<file path="src/rtl/arm32_fetch_stage.sv">
// ARM32 instruction fetch: PC, credit-limited imem requests, in-order prefetch FIFO, branch flush.
// Optional define ARM32_FETCH_ALIGN_CHECK_EN adds a sticky misaligned-branch-target fault.
module arm32_fetch_stage #(
    parameter int             N          = 32,
    parameter logic [N-1:0]   RESET_PC   = '0,
    parameter int             FIFO_DEPTH = 2
) (
    input  logic         clk,
    input  logic         reset_n,
    output logic         imem_req,
    output logic [N-1:0] imem_addr,
    input  logic         imem_ready,
    input  logic         imem_rvalid,
    input  logic [N-1:0] imem_rdata,
    output logic         if_valid,
    output logic [N-1:0] if_ins,
    output logic [N-1:0] if_pc,
    input  logic         id_ready,
    input  logic         br_taken,
    input  logic [N-1:0] br_target,
    output logic         fetch_fault
);
    localparam int PW = $clog2(FIFO_DEPTH);
    localparam int CW = PW + 1;

    logic [N-1:0]  pc;
    logic [CW-1:0] outstanding, drop, count;
    logic [PW-1:0] wr_ptr, rd_ptr, sh_wr, sh_rd;
    logic [N-1:0]  ins_mem [FIFO_DEPTH];
    logic [N-1:0]  pc_mem  [FIFO_DEPTH];
    logic [N-1:0]  sh_mem  [FIFO_DEPTH];

    logic          accept, push, pop, discard;
    logic [CW:0]   in_use;

    // A same-cycle dequeue frees a slot, which keeps 1 instr/cycle with a 2-deep FIFO.
    always_comb begin
        pop      = (count != '0) && id_ready && !br_taken;
        in_use   = {1'b0, outstanding} + {1'b0, count} - {{CW{1'b0}}, pop};
        imem_req = reset_n && !br_taken && (in_use < (CW+1)'(FIFO_DEPTH));
        accept   = imem_req && imem_ready;
        discard  = imem_rvalid && (drop != '0);
        push     = imem_rvalid && (drop == '0) && !br_taken;
    end

    assign imem_addr = pc;
    assign if_valid  = (count != '0);
    assign if_ins    = if_valid ? ins_mem[rd_ptr] : '0;
    assign if_pc     = if_valid ? pc_mem[rd_ptr]  : '0;

    always_ff @(posedge clk) begin
        if (!reset_n) begin
            pc          <= RESET_PC;
            outstanding <= '0;
            drop        <= '0;
            count       <= '0;
            wr_ptr      <= '0;
            rd_ptr      <= '0;
            sh_wr       <= '0;
            sh_rd       <= '0;
        end else begin
            outstanding <= outstanding + CW'(accept) - CW'(imem_rvalid);
            if (accept) begin
                pc    <= pc + N'(4);
                sh_wr <= sh_wr + PW'(1);
            end
            if (imem_rvalid)
                sh_rd <= sh_rd + PW'(1);
            // Everything still in flight is stale once a branch is taken.
            if (br_taken) begin
                pc     <= {br_target[N-1:2], 2'b00};
                drop   <= outstanding - CW'(imem_rvalid);
                count  <= '0;
                wr_ptr <= '0;
                rd_ptr <= '0;
            end else begin
                if (discard)
                    drop <= drop - CW'(1);
                if (push)
                    wr_ptr <= wr_ptr + PW'(1);
                if (pop)
                    rd_ptr <= rd_ptr + PW'(1);
                count <= count + CW'(push) - CW'(pop);
            end
        end
    end

    always_ff @(posedge clk) begin
        if (accept)
            sh_mem[sh_wr] <= pc;
        if (push) begin
            ins_mem[wr_ptr] <= imem_rdata;
            pc_mem[wr_ptr]  <= sh_mem[sh_rd];
        end
    end

`ifdef ARM32_FETCH_ALIGN_CHECK_EN
    logic fault_q;
    always_ff @(posedge clk) begin
        if (!reset_n)
            fault_q <= 1'b0;
        else if (br_taken && (br_target[1:0] != 2'b00))
            fault_q <= 1'b1;
    end
    assign fetch_fault = fault_q;
`else
    logic unused_tgt_lsb;
    assign unused_tgt_lsb = ^br_target[1:0];
    assign fetch_fault    = 1'b0;
`endif
endmodule

</file>
<file path="config.mk">
export PLATFORM = sky130hd
export DESIGN_NAME = arm32_fetch_stage
export DESIGN_NICKNAME = d
export VERILOG_FILES = /design/src/rtl/arm32_fetch_stage.sv
export SDC_FILE = /design/constraint.sdc
export NUM_CORES = 1
export LEC_CHECK = 0
export CAP_MARGIN = 20
export CORE_ASPECT_RATIO = 0.6
export CORE_MARGIN = 8
export CORE_UTILIZATION = 52
export DETAILED_ROUTE_END_ITERATION = 8
export PLACE_DENSITY_LB_ADDON = 0.08
export SLEW_MARGIN = 0
export SYNTH_ARGS = -nofsm -noshare
export SYNTH_HDL_FRONTEND = slang
export SYNTH_SLANG_ARGS = --single-unit
</file>
<file path="constraint.sdc">
create_clock -name clk -period 8.47 [get_ports clk]
set_input_delay 1.694 -clock clk [delete_from_list [all_inputs] [get_ports clk]]
set_output_delay 1.694 -clock clk [all_outputs]
set_load 0.01 [all_outputs]
</file>
# Word level (Yosys, flattened, before mapping)

Memories as Yosys holds them, arrays and structs flattened. A register that Yosys moved wholly into a read port is not among the register bits.
Index checks and enable logic that the tools add are counted.

Register bits: 42
RAM bits: 192
Logic and storage cells: 58
Memories: 3

Memories:

| memory  | words | bits a word | rd ports | clocked after Yosys merged registers in | wr ports | RTL line | text |
|---|---|---|---|---|---|---|---|
| ins_mem | 2     | 32          | 1        | 1                                       | 1        | 29       | `logic [N-1:0] ins_mem [FIFO_DEPTH];` |
| pc_mem  | 2     | 32          | 1        | 1                                       | 1        | 30       | `logic [N-1:0] pc_mem [FIFO_DEPTH];` |
| sh_mem  | 2     | 32          | 1        | 1                                       | 1        | 31       | `logic [N-1:0] sh_mem [FIFO_DEPTH];` |

Add/sub/neg operators: 13
Order comparisons: 1
Multiplexer cells: 16
Bitwise gates (word level): 1
Reductions and logical operators: 15

Operator list:

| operator                                                             | count |
|---|---|
| 32-bit 2-to-1 mux                                                    | 4 |
| 32-bit by 3-bit adder with 32-bit output, second input constant      | 1 |
| 1-bit 2-to-1 mux                                                     | 10 |
| 1-bit logical AND                                                    | 8 |
| 2-bit nonzero test                                                   | 4 |
| 2-bit by 1-bit subtractor with 2-bit output                          | 3 |
| 1-bit adder, second input constant                                   | 4 |
| 2-bit by 1-bit adder with 2-bit output                               | 2 |
| 2-bit 2-to-1 mux                                                     | 2 |
| 2-bit by 2-bit adder with 3-bit output                               | 1 |
| 3-bit by 2-bit < comparator with 1-bit output, second input constant | 1 |
| 3-bit by 1-bit subtractor with 3-bit output                          | 1 |
| 2-bit logical NOT                                                    | 1 |
| 2-bit OR reduction                                                   | 1 |
| 2-bit by 1-bit subtractor with 2-bit output, second input constant   | 1 |
| 1-bit logical NOT                                                    | 1 |
| 1-bit inverter                                                       | 1 |

# Logic depth before layout (Yosys ltp)

Gate-level depths: netlist of run 1.

Word-level depth: 9
Depth in mapped cells: 14
Mapped depth without buffers: 12

# Worst setup path before layout of run 1

Ideal clock, no wire load.

Path type: input to register
Start point: in br_taken
End point: mem ins_mem[1][0] (enable)
Data arrival time: 6.623 ns
Data required time: 7.899 ns
Slack: 1.276 ns
Cell stages on the path: 3
Buffers on the path: 2
Cell sequence: buf_2 > clkbuf_1 > nor3b_1

Longest elaborated chain between the ends: 4

RTL lines:

| item                                   | RTL line | text |
|---|---|---|
| from (decl)                            | 19       | `input logic br_taken,` |
| 1-bit logical NOT                      | 43       | `push = imem_rvalid && (drop == '0) && !br_taken;` |
| 1-bit logical AND                      | 43       |  |
| 1-bit 2-to-1 mux                       | 91       | `if (push) begin` |
| 1-bit 2-to-1 mux (not written as such) | 92       | `ins_mem[wr_ptr] <= imem_rdata;` |
| to (decl)                              | 29       |  |

Every way passes these cells.

# Worst setup path after layout of run 1

Start point: in br_taken
End point: out imem_req

Longest elaborated chain between the ends: 5

RTL lines:

| item                                          | RTL line | text |
|---|---|---|
| 1-bit logical NOT *                           | 38, 40   |  |
| 1-bit logical AND                             | 38       | `pop = (count != '0) && id_ready && !br_taken;` |
| 3-bit by 1-bit subtractor with 3-bit output   | 39       | `in_use = {1'b0, outstanding} + {1'b0, count} - {{CW{1'b0}}, pop};` |
| 3-bit by 2-bit < comparator with 1-bit output | 40       | `imem_req = reset_n && !br_taken && (in_use < (CW+1)'(FIFO_DEPTH));` |
| 1-bit logical AND *                           | 40       |  |
| to (decl)                                     | 10       | `output logic imem_req,` |

Mark *: on every way between the ends. The rest lies on a longest branch, timed or not.

==> results of run 1 <==
-- power by group through the flow --
stage	combinational, mW	clock (mW)	sequential [mW]
finish	0.242	0.908	1.29
global route	0.264	0.971	1.30
CTS	0.244	0.929	1.29
detailed placement	0.243	0	1.32
global placement	0.236	0	1.31
floorplan	0.128	0	1.31
-- state kept, by name, summed over array words and instances, names as in the netlist, named ones only --
signal       flops
count            2
drop             2
imem_addr       30
ins_mem         64
outstanding      2
pc_mem          60
rd_ptr           1
sh_mem          60
sh_rd            1
sh_wr            1
wr_ptr           1
-- layout by cell type, fill, tap and decap left out, types with 3 or more instances in the layout --
cell type	n
nand3_1	19
and3_1	8
and2_1	4
nand2_1	21
nor2_2	3
clkdlybuf4s50_1	161
ha_1	7
xor2_1	13
clkbuf_16	21
o21ai_0	15
conb_1	5
a31oi_1	4
mux2i_1	64
nand4_1	12
clkbuf_1	7
edfxtp_1	184
o22ai_1	4
buf_4	9
inv_1	13
a21oi_1	17
a211oi_1	4
clkbuf_8	4
a22oi_1	7
nor2_1	93
xnor2_1	11
mux2_2	30
dfxtp_1	41
or3_1	4
-- metrics by stage --
step	hold slack (ns)	instances	power [mW]	util, %
after floorplan	0.4725	654	1.442	-
after global placement	0.4823	1024	1.550	64.23
after detailed placement	0.5089	1024	1.560	64.23
after CTS	0.5203	1061	2.467	68.07
after global routing	0.5444	1061	2.535	68.07
final	0.5170	1061	2.444	68.07
-- routing by layer --
| metal | track usage (%) | part of all wire, % |
|---|---|---|
| met1 | 25.31 | 44 |
| met2 | 29.53 | 46 |
| met3 | 4.516 | 7.9 |
| met4 | 4.314 | 1.9 |
| met5 | 0 | 0 |
-- worst min-delay path: stages, from the launching register on --
cell and delay (ns):
dfxtp_1 0.32, xnor2_1 0.09, nor2_1 0.08
-- cells by family (layout without fill, tap and decap cells) --
group / after synthesis / in the layout / synth area share (%)
AO/OA/AOI/OAI: 66 / 66 / 4.513
XOR/XNOR: 24 / 24 / 2.284
adder cells (fa/ha/maj): 8 / 8 / 1.169
buffers and inverters: 48 / 221 / 2.256
flip-flops: 226 / 226 / 69.16
multiplexers: 95 / 95 / 10.75
other: 1 / 5 / 0.04074
AND/OR/NAND/NOR: 182 / 182 / 9.827
-- cell type report --
type	count	share of cell area (%)
clock inverter	5	0.4696
inverter	14	0.4483
clock buffer	32	5.177
timing repair buffer	170	14.32
tap	234	2.498
multi-input combinational	380	22.75
sequential	226	54.34
-- how the worst max path moves through the flow --
stage	from	cells after the start	slack, ns	end
floorplan	br_taken	3	1.28	ins_mem[1][0]
global placement	br_taken	9	2.22	imem_req
detailed placement	br_taken	9	2.15	imem_req
CTS	br_taken	9	2.15	imem_req
global route	br_taken	9	1.99	imem_req
finish	br_taken	9	2.13	imem_req
==> run metrics, run 1 <==
Worst slew margin about two fifths; synth cell count leaders edfxtp_1 (184), nor2_1 (95), mux2i_1 (64), dfxtp_1 (42), mux2_2 (30); delay-heaviest family, CP buffers and inverters; Most common cell on crit path clkdlybuf4s50_1; switch share between 20% and 30%; post-synth top area cell edfxtp_1; final setup vio count 0; Pre-antenna DRT Iters 5; RR Endpoint sh_mem[1][4]; top cell type's share of synthesized area between 60% and 70%; critical path's slowest cell clkdlybuf4s50_1; crit-path cells clkdlybuf4s50_1 > buf_4 > inv_1 > a21boi_0 > o21ai_0 > fa_1 > xor2_1 > and3_1 > clkdlybuf4s50_1; Starting Density 53.45%; Worst-path clk slew about 0.060 ns; Finished Cell Area 11720 sq um; ranking of synthesized cells by area edfxtp_1 (60%), dfxtp_1 (9.1%), mux2i_1 (7.0%); syn_area_per_cell approximately 14 sq um; Synth Instances 650; drt drc 0; CTS tree done; overall routing resource usage around 18%; crit path kind in2out; area of the multi-input gates approximately 2700 sq um; WL/cell slightly below 20 um; Worst R2R Path Depth 9; worst r2r src count[1]; clk sinks about 230; clk buf depth 3; DP Area between 10000 and 15000 sq um; combinational power share between 9 and 10%; initial antenna violation count 0; worst-path maximum fanout 26; final worst setup slack about 2.1 ns; Cell Int Power ~1.9 mW; Routed Antenna Nets 0; clock share of power between 30 and 40%; wirelength, routed approximately 21000 um; fraction of registers with async set/reset 0%; grt total ovfl 0; Syn. warnings 0; largest net degree at the start of global routing between 50 and 60; post-route minimum period 6.343 ns; f_max around 160 MHz; clock latency on the worst-skew pair 0.49 ns; final setup TNS 0 ns; Buf/Inv on CP 4; gpl congestion about 0.83; synth unique cells 55; Ports roughly 170; Most used DFF post-synth edfxtp_1; pre-CTS setup slack 2.147 ns; 1st-iter DRT viols roughly 490; Max Cap Viol 0; Mapped Area between 9000 and 10000 sq um; nets@finish a little under 900; post_cts resized 0; max incr delay on CP around 0.55 ns; vias in the first global route 5996; status finished clean; final hold vios 0; synthesis-to-finish area growth 27.35%; first-pass GRT wire length approximately 33000 um; number of synthesized flops with an enable pin 184; number of buffers added on ports 161; P_sw around 540 uW; HP Class reg2reg; num rows 37; post-detailed-placement half-perimeter wirelength between 10000 and 15000 um; R2R Setup Slk around 5.1 ns; Max VDD drop between 0.15 and 0.2 mV; hold path depth 2; core footprint 17220 sq um; sequential share of power between 50% and 60%; vias post-DR a little under 6k; Die H between 100 and 150 um; Worst-Margin Slew slightly below 0.9 ns; Antenna diodes 0; die area between 20000 and 25000 sq um; post-synthesis register bit count 226; Post-CTS Setup Bufs 0; top-count cell post-synth edfxtp_1; Storage cell area 6370 sq um; Worst EP arrival roughly 4.7 ns; Hold Crit Start sh_rd; vias per cell between 5 and 6; CTS root buf clkbuf_16; Seq/Total Area, Yosys roughly 69%; final slew viol count 0; Static Leak ~3.9 nW; crit share post-route roughly three quarters; TritonCTS buffer count 21; unrepaired setup endpoints after global routing no; # fillers 1227; skew final 0.01223 ns; CP startpoint kind input pin; Critical Path RT around 6.8 ns; Critical Path End Type output pin; Post-CTS Hold Fix Bufs 0; Die X-Extent approximately 190 um; Power Dens Cells 208.5 nW/um^2; CTS H-tree depth 1; share of cells above drive strength 1 approximately a tenth
No activity file was read; power rests on OpenSTA's default activity.
==> inputs of run 2 (changes only) <==
==> constraint.sdc (replaced) <==
create_clock -name clk -period 6 [get_ports clk]
set_input_delay 1.2 -clock clk [delete_from_list [all_inputs] [get_ports clk]]
set_output_delay 1.2 -clock clk [all_outputs]
set_load 0.01 [all_outputs]
==> run 2 against run 1 <==
Compared with the run above:
- combinational power is 42% higher
- sequential share of layout area shrank 0.46 points
- worst setup slack lost 1.2 ns
- clock power increased by 50%
- critical endpoint unchanged
- clock-buffer cell count fell by 5
- die area is the same
- global-route usage up 0.23 points
==> run metrics, run 2 (synthesis results as in run 1) <==
grt total ovfl 0; Max VDD drop ~0.18 mV; skew final ~0.013 ns; combinational power share about a tenth; Die H 119.1 um; CTS root buf clkbuf_16; Starting Density 53.45%; sequential share of power between 50 and 60%; post_cts resized 0; crit path kind in2out; CTS tree done; final slew viol count 0; Antenna diodes 0; initial antenna violation count 0; most common cell after layout, fill and taps aside edfxtp_1; Cell Int Power between 2 and 3 mW; P_sw 782.6 uW; Worst-Margin Slew ~0.9 ns; clock share of power 38.5%; switch share between 20% and 30%; Worst EP arrival between 3 and 4 ns; delay-heaviest family, CP buffers and inverters; largest net degree at the start of global routing 63; hold path depth 2; Worst R2R Path Depth 11; die area between 20000 and 25000 sq um; clock latency on the worst-skew pair about 0.5 ns; vias in the first global route 5978; WL/cell around 20 um; met3 GRT Util ~4.0%; dpl cells just over 1k; GRT Max-Usage Layer met2; Ports between 150 and 200; number of buffers added on ports approximately 160; # fillers about 1.2k; commonest non-fill, non-tap cells in the layout edfxtp_1 (184), clkdlybuf4s50_1 (161), nor2_1 (93); TritonCTS buffer count 21; Power Dens Cells 299.3 nW/um^2; Buf/Inv on CP 2; worst r2r src count[1]; HP Class reg2reg; num rows 37; drt drc 0; Finished Cell Area around 12000 sq um; Worst-path clk slew approximately 0.07 ns; Hold Slack a little over 0.5 ns; clk sinks between 200 and 250; crit-path cells clkdlybuf4s50_1 > nor4b_1 > o21ai_0 > fa_1 > xor2_1 > and3_1 > clkdlybuf4s50_1; Reg with most FFs ins_mem; nets@finish 896; vias post-DR 5934; CP startpoint kind input pin; overall routing resource usage a little under a fifth; max reg flops 64; Worst slew margin between 40% and 50%; M1 GR Usage between 20% and 30%; Pre-antenna DRT Iters 5; vias per cell around 5.6; R2R Setup Slk between 2 and 3 ns; f_max between 150 and 200 MHz; area of the multi-input gates between 2000 and 3000 sq um; wirelength, routed 21610 um; Max Cap Viol 0; Static Leak 3.901 nW; unrepaired setup endpoints after global routing no; first-pass GRT wire length approximately 34000 um; synthesis-to-finish area growth 28.44%; Final Util around two thirds; met2 Use GR between 30% and 40%; CTS H-tree depth 1; gpl congestion between 0.8 and 0.9; Cell Count, Final, Fillers Out between 1k and 1.5k; crit share post-route a little over four fifths; Post-CTS Hold Fix Bufs 0; share of cells above drive strength 1 roughly 11%; pre-CTS setup slack just under 1 ns; post-route minimum period 5.051 ns; clk buf depth 3; Die X-Extent about 190 um; Most common cell on crit path clkdlybuf4s50_1; final worst setup slack ~0.95 ns; Storage cell area between 6000 and 7000 sq um; status finished clean; critical path's slowest cell clkdlybuf4s50_1; Final Power roughly 3.5 mW; Post-CTS Setup Bufs 0; post-detailed-placement half-perimeter wirelength between 10000 and 15000 um; DP Area ~11000 sq um; worst-path maximum fanout 5; RR Endpoint outstanding[0]; final hold vios 0; top flop regs ins_mem (64), pc_mem (60), sh_mem (60); Critical Path RT 4.80 ns; max incr delay on CP a little under 0.6 ns; Hold Crit Start sh_rd; 1st-iter DRT viols 500; final setup TNS 0 ns; final setup vio count 0; Routed Antenna Nets 0; core footprint about 17000 sq um; Critical Path End Type output pin
-- run 2: changes by cell type in the layout (fill, tap and decap cells not counted), sizes merged --
cell      change
buf           +5
clkbuf        -5
clkinvlp      +3
bufinv        +2
clkinv        +1
-- run 2: per-layer routing --
metal | routed length, um | vias to the layer above
li1 | - | 2755
met5 | 0 | -
met1 | 9815 | 2921
met2 | 9966 | 231
met3 | 1498 | 27
met4 | 329 | 0
-- run 2: how the worst max path moves through the flow --
stage,depth (start not counted),endpoint,from,slack [ns]
after floorplan,9,sh_mem[0][10],br_taken,1.24
after CTS,7,imem_req,id_ready,0.96
after global routing,7,imem_req,id_ready,0.73
after detailed placement,7,imem_req,id_ready,0.97
after global placement,7,imem_req,id_ready,0.98
final,7,imem_req,id_ready,0.95
-- run 2: power by group through the flow --
stage | sequential [mW] | clock, mW | combinational (mW)
finish | 1.83 | 1.36 | 0.344
detailed placement | 1.86 | 0 | 0.344
global placement | 1.86 | 0 | 0.335
global route | 1.84 | 1.46 | 0.375
CTS | 1.83 | 1.39 | 0.347
floorplan | 1.85 | 0 | 0.182
-- run 2: worst register-to-register path, stage by stage (launching register included) --
cell	delay (ns)
dfxtp_1	0.39
inv_1	0.11
nor4b_1	0.45
o21ai_0	0.21
fa_1	0.44
xnor2_1	0.42
nor2_2	0.10
inv_2	0.34
ha_1	0.31
inv_1	0.06
ha_1	0.21
and2_1	0.15
-- run 2: layout make-up --
type | instances | share of cell area [%]
inverters | 14 | 0.4445
repair buffers | 175 | 14.52
well taps | 234 | 2.476
clock inverters | 11 | 1.132
clock buffers | 27 | 4.889
flip-flops and latches | 226 | 53.88
multi-input cells | 380 | 22.66
